**src/rtl/scr_feeder.sv**
```systemverilog
// scr_feeder: packs a 1-bit serial stream into STEPS-bit words, holds the scrambler
// state and captures the combinational stage's result. Define SCR_FEEDER_WORD_CNT_EN for word_cnt.
module scr_feeder #(
  parameter int WIDTH = 116,
  parameter int STEPS = 11
) (
  input  logic             clk,
  input  logic             rst,
  input  logic             seed_valid,
  input  logic [WIDTH-1:0] seed,
  input  logic             s_valid,
  input  logic             s_data,
  output logic             s_ready,
  output logic [WIDTH-1:0] lfsr_load,
  output logic [STEPS-1:0] lfsr_serial,
  input  logic [WIDTH-1:0] lfsr_next,
  output logic [WIDTH-1:0] state_out,
  output logic             out_valid,
  output logic [31:0]      word_cnt
);

  localparam int CW = $clog2(STEPS + 1);

  typedef enum logic [1:0] {
    IDLE = 2'd0,
    FILL = 2'd1,
    STEP = 2'd2
  } fsm_e;

  fsm_e             fsm_q;
  logic [WIDTH-1:0] state_q;
  logic [STEPS-1:0] buf_q;
  logic [CW-1:0]    cnt_q;
  logic             out_valid_q;
  logic             accept;

  // Ready depends only on the FSM and a pending seed, so a seed always wins the cycle.
  assign s_ready     = (fsm_q == FILL) && !seed_valid;
  assign accept      = s_valid && s_ready;
  assign lfsr_load   = state_q;
  assign lfsr_serial = buf_q;
  assign state_out   = state_q;
  assign out_valid   = out_valid_q;

  always_ff @(posedge clk or negedge rst) begin
    if (!rst) begin
      fsm_q       <= IDLE;
      state_q     <= '0;
      buf_q       <= '0;
      cnt_q       <= '0;
      out_valid_q <= 1'b0;
    end else begin
      out_valid_q <= 1'b0;
      if (seed_valid) begin
        state_q <= seed;
        buf_q   <= '0;
        cnt_q   <= '0;
        fsm_q   <= FILL;
      end else begin
        case (fsm_q)
          IDLE: begin
          end
          FILL: begin
            if (accept) begin
              buf_q[cnt_q] <= s_data;
              cnt_q        <= cnt_q + CW'(1);
              if (cnt_q == CW'(STEPS - 1)) begin
                fsm_q <= STEP;
              end
            end
          end
          STEP: begin
            state_q     <= lfsr_next;
            cnt_q       <= '0;
            out_valid_q <= 1'b1;
            fsm_q       <= FILL;
          end
          default: begin
            fsm_q <= IDLE;
          end
        endcase
      end
    end
  end

`ifdef SCR_FEEDER_WORD_CNT_EN
  logic [31:0] word_cnt_q;

  // A seed during STEP cancels the step, so the clear takes priority over the increment.
  always_ff @(posedge clk or negedge rst) begin
    if (!rst) begin
      word_cnt_q <= '0;
    end else if (seed_valid) begin
      word_cnt_q <= '0;
    end else if (fsm_q == STEP) begin
      word_cnt_q <= word_cnt_q + 32'd1;
    end
  end

  assign word_cnt = word_cnt_q;
`else
  assign word_cnt = 32'h0;
`endif

endmodule

```
**config.mk**
```make
export PLATFORM = sky130hd
export DESIGN_NAME = scr_feeder
export DESIGN_NICKNAME = d
export VERILOG_FILES = /design/src/rtl/scr_feeder.sv
export SDC_FILE = /design/constraint.sdc
export NUM_CORES = 1
export LEC_CHECK = 0
export BUFFER_PORTS_ARGS = -buffer_cell sky130_fd_sc_hd__clkbuf_2
export CAP_MARGIN = 0
export CORE_AREA = 8 8 192 194
export CTS_BUF_LIST = sky130_fd_sc_hd__clkbuf_8
export DETAILED_ROUTE_END_ITERATION = 10
export DIE_AREA = 0 0 200 202
export SYNTH_ARGS = -nofsm -noshare
export SYNTH_HDL_FRONTEND = slang
export SYNTH_SLANG_ARGS = --single-unit
```
**constraint.sdc**
```tcl
create_clock -name clk -period 1.4 [get_ports clk]
set_input_delay 0.14 -clock clk [delete_from_list [all_inputs] [get_ports clk]]
set_output_delay 0.14 -clock clk [all_outputs]
set_load 0.1 [all_outputs]
```
==> results by group <==
Power and ir drop
  • Maximum vdd drop: 0.000765 V
  • Pwr/cell area: 1280 nW/um2
  • Final total power: 0.0171 W
  • Pleak: 6.58 nW

Routing
  • Initial drt markers: 458
  • DRC Markers: 0
  • WL final: 33700 um
  • Via count: 7868
  • DR WL/cell: 18.6 um
  • Routed Antenna Nets: 0
  • Detailed Routing Iterations Pass 1: 5
  • Vias/cell: 4.34

Place
  • Gpl congestion: 0.795
  • DP HPWL: 21700 um
  • PortBufs: 481
  • Cells after DPL: 1544
  • Post-DP Area: 10000 um2
  • Pre-CTS setup slack: 0.0592 ns

Synth
  • Yosys cell types: 29
  • Post-synthesis sequential area ratio: 0.439
  • Syn Inst Count: 753
  • Mapped Area: 7640 um2
  • Yosys warning total: 0
  • Synth Area per Inst: 10.1 um2
  • Seq cells post-synth: 134

Floorplanning
  • Die ar.: 40400 um2
  • Die X: 200 um
  • Die Y: 202 um
  • Rows: 68
  • # IOs: 514
  • Starting Density: 0.225
  • Core Area: 33900 um2

Global route
  • GR Layer Usage met1: 0.162
  • Met2 layer usage reported by global route: 0.266
  • Vias in the first global route: 8504
  • First-pass GRT wire length: 47600 um
  • Gr busiest metal: met2
  • Gr usage total: 0.147
  • GR met3 Demand/Resource: 0.0386
  • Initial antenna violation count: 1
  • Grt ovf: 0
  • Largest net degree at the start of global routing: 65

Setup path
  • Reg2reg setup slack: 0 ns
  • Reg2reg end: lfsr_load[25]
  • FF-to-FF path depth: 6
  • R2r startpoint: fsm_q[1]
  • Crit end category: output pin
  • Worst Setup Path Type: flip-flop to output pin
  • CP Launch Type: flip-flop
  • WP data required: 1.26 ns
  • Crit path max fanout: 2
  • Arrival time of the worst setup path: 1.29 ns

Clocking
  • Root Driver: clkbuf_8
  • TritonCTS clock tree: yes
  • Clk pin slew, worst setup/hold paths: 0.09 ns
  • CTS Sinks: 134
  • Clk_lat worst skew: 0.44 ns
  • Clock buffer depth: 2
  • Htree depth: 4
  • TritonCTS Buffers: 17

Timing
  • Relative slew slack: 0.682
  • RSZ-0062 raised after global routing: true
  • Max Freq: 700 MHz
  • Final worst slack: -0.0278 ns
  • Setup violators final: 1
  • Crit path time final: 1.43 ns
  • Setup Skew: 0.0120 ns
  • Fin. max-slew vios: 0
  • Hold Violations, Final: 0
  • Period utilisation layout: 1.02
  • Least-Margin Pin Slew: 0.464 ns

Min path
  • Worst Hold End: lfsr_load[32]
  • Hold path start: seed[32]
  • Hold Path Class: primary input to flip-flop
  • Hold Path Depth: 3

Finish
  • Nets: 1583
  • Non-filler cells, final: 1811
  • Layout cells sized above 1: 0.529
  • Syn-to-layout area delta: 75.5%
  • Final Instance Area: 13400 um2

Run
  • Max-cap violation count: 0

Run status
  • Outcome: finished, violations left
  • Failing checks: negative setup slack
## critical path, stage by stage, from the launching register on
cell and delay [ns]:
dfrtp_1 0.40, nand2b_4 0.16, nor2_4 0.11, buf_12 0.18
## how the worst max path moves through the flow
stage                         end      from
global placement    lfsr_load[25]  fsm_q[0]
global route              s_ready  fsm_q[1]
detailed placement  lfsr_load[32]  fsm_q[0]
floorplan           lfsr_load[53]  fsm_q[0]
finish                    s_ready  fsm_q[1]
CTS                       s_ready  fsm_q[1]
## Yosys cell counts (all sizes together)
master	n	area share
o21ai	117	0.091
and2	1	0.00082
and4bb	1	0.0016
nand2b	2	0.0026
buf	171	0.17
clkinv	1	0.00049
nand3	125	0.082
xnor2	1	0.0011
nand2	13	0.0064
ha	4	0.0066
conb	1	0.00049
clkbuf	35	0.019
and3	1	0.00082
xor2	1	0.0011
nor2	6	0.0029
inv	3	0.0015
mux2i	129	0.17
and3b	1	0.0011
nand4	5	0.0041
nand4b	1	0.0011
dfrtp	134	0.44
## cell type report
type / count / area (um2)
Inverter: 4 / 17.5
Antenna cell: 1 / 2.50
Fill cell: 3226 / 20500
Clock inverter: 14 / 150
Sequential cell: 134 / 3500
Clock buffer: 18 / 248
Tap cell: 455 / 569
Timing Repair Buffer: 745 / 5910
Multi-Input combinational cell: 440 / 3000
## report_power, final
part / switching, W / internal (W)
combinational: 0.00696 / 0.00208
clock: 0.00173 / 0.00164
sequential: 0.000386 / 0.00430
## layout by cell type, fill, tap and decap left out, types with 2 or more instances in the layout
cell type and count:
clkbuf_2 234, dlygate4sd3_1 216, clkbuf_4 166, mux2i_1 129, nand3_1 123, dfrtp_2 117
buf_4 97, o21ai_0 50, o21ai_1 36, conb_1 32, o21ai_2 31, clkbuf_8 18
dfrtp_1 17, nand2_1 13, buf_12 12, buf_6 9, clkbuf_16 6, nor2_1 5
nand4_1 5, clkinvlp_4 5, ha_1 4, inv_1 3, inv_6 3, buf_16 3
nand2b_4 2, nand3_2 2, clkinv_4 2, bufinv_16 2, buf_8 2
## layer usage
layer	routed length, um	up-vias	part of all wire
li1	-	3620	-
met1	13000	3798	0.39
met2	17000	400	0.50
met3	2870	50	0.085
met4	820	0	0.024
met5	0	-	0
## per-stage QoR
| step | util | setup TNS (ns) | hold slack (ns) |
|---|---|---|---|
| final | 0.395 | -0.0278 | 0.0192 |
| after global routing | 0.395 | -0.652 | 0.00166 |
| after CTS | 0.384 | -0.0707 | 0.00171 |
| after detailed placement | 0.296 | 0 | 0.0445 |
| after global placement | 0.296 | 0 | 0.0417 |
| after floorplan | - | 0 | -0.156 |
## logic make-up after synthesis
| family | after synthesis | synth area share |
|---|---|---|
| xor gates and xnor gates | 2 | 0.00229 |
| muxes | 129 | 0.169 |
| DFF | 134 | 0.439 |
| adders and majority gates | 4 | 0.00655 |
| and+or+nand+nor | 156 | 0.104 |
| buffers and inverters | 210 | 0.188 |
| other | 1 | 0.000491 |
| AOI/OAI and AO/OA | 117 | 0.0909 |
## timing repair
item	4_1_cts	5_1_grt
resized for setup	169	56
endpoints found under the setup margin	169	76
hold endpoints to repair	245	1
hold buffers	215	1
buffers inserted	1	5
cloned	0	12
## flip-flops by register name (all words and copies together) (netlist names)
name,count
fsm_q,2
lfsr_serial,11
cnt_q,4
lfsr_load,116
out_valid,1
(Power assumes the default switching activity.)
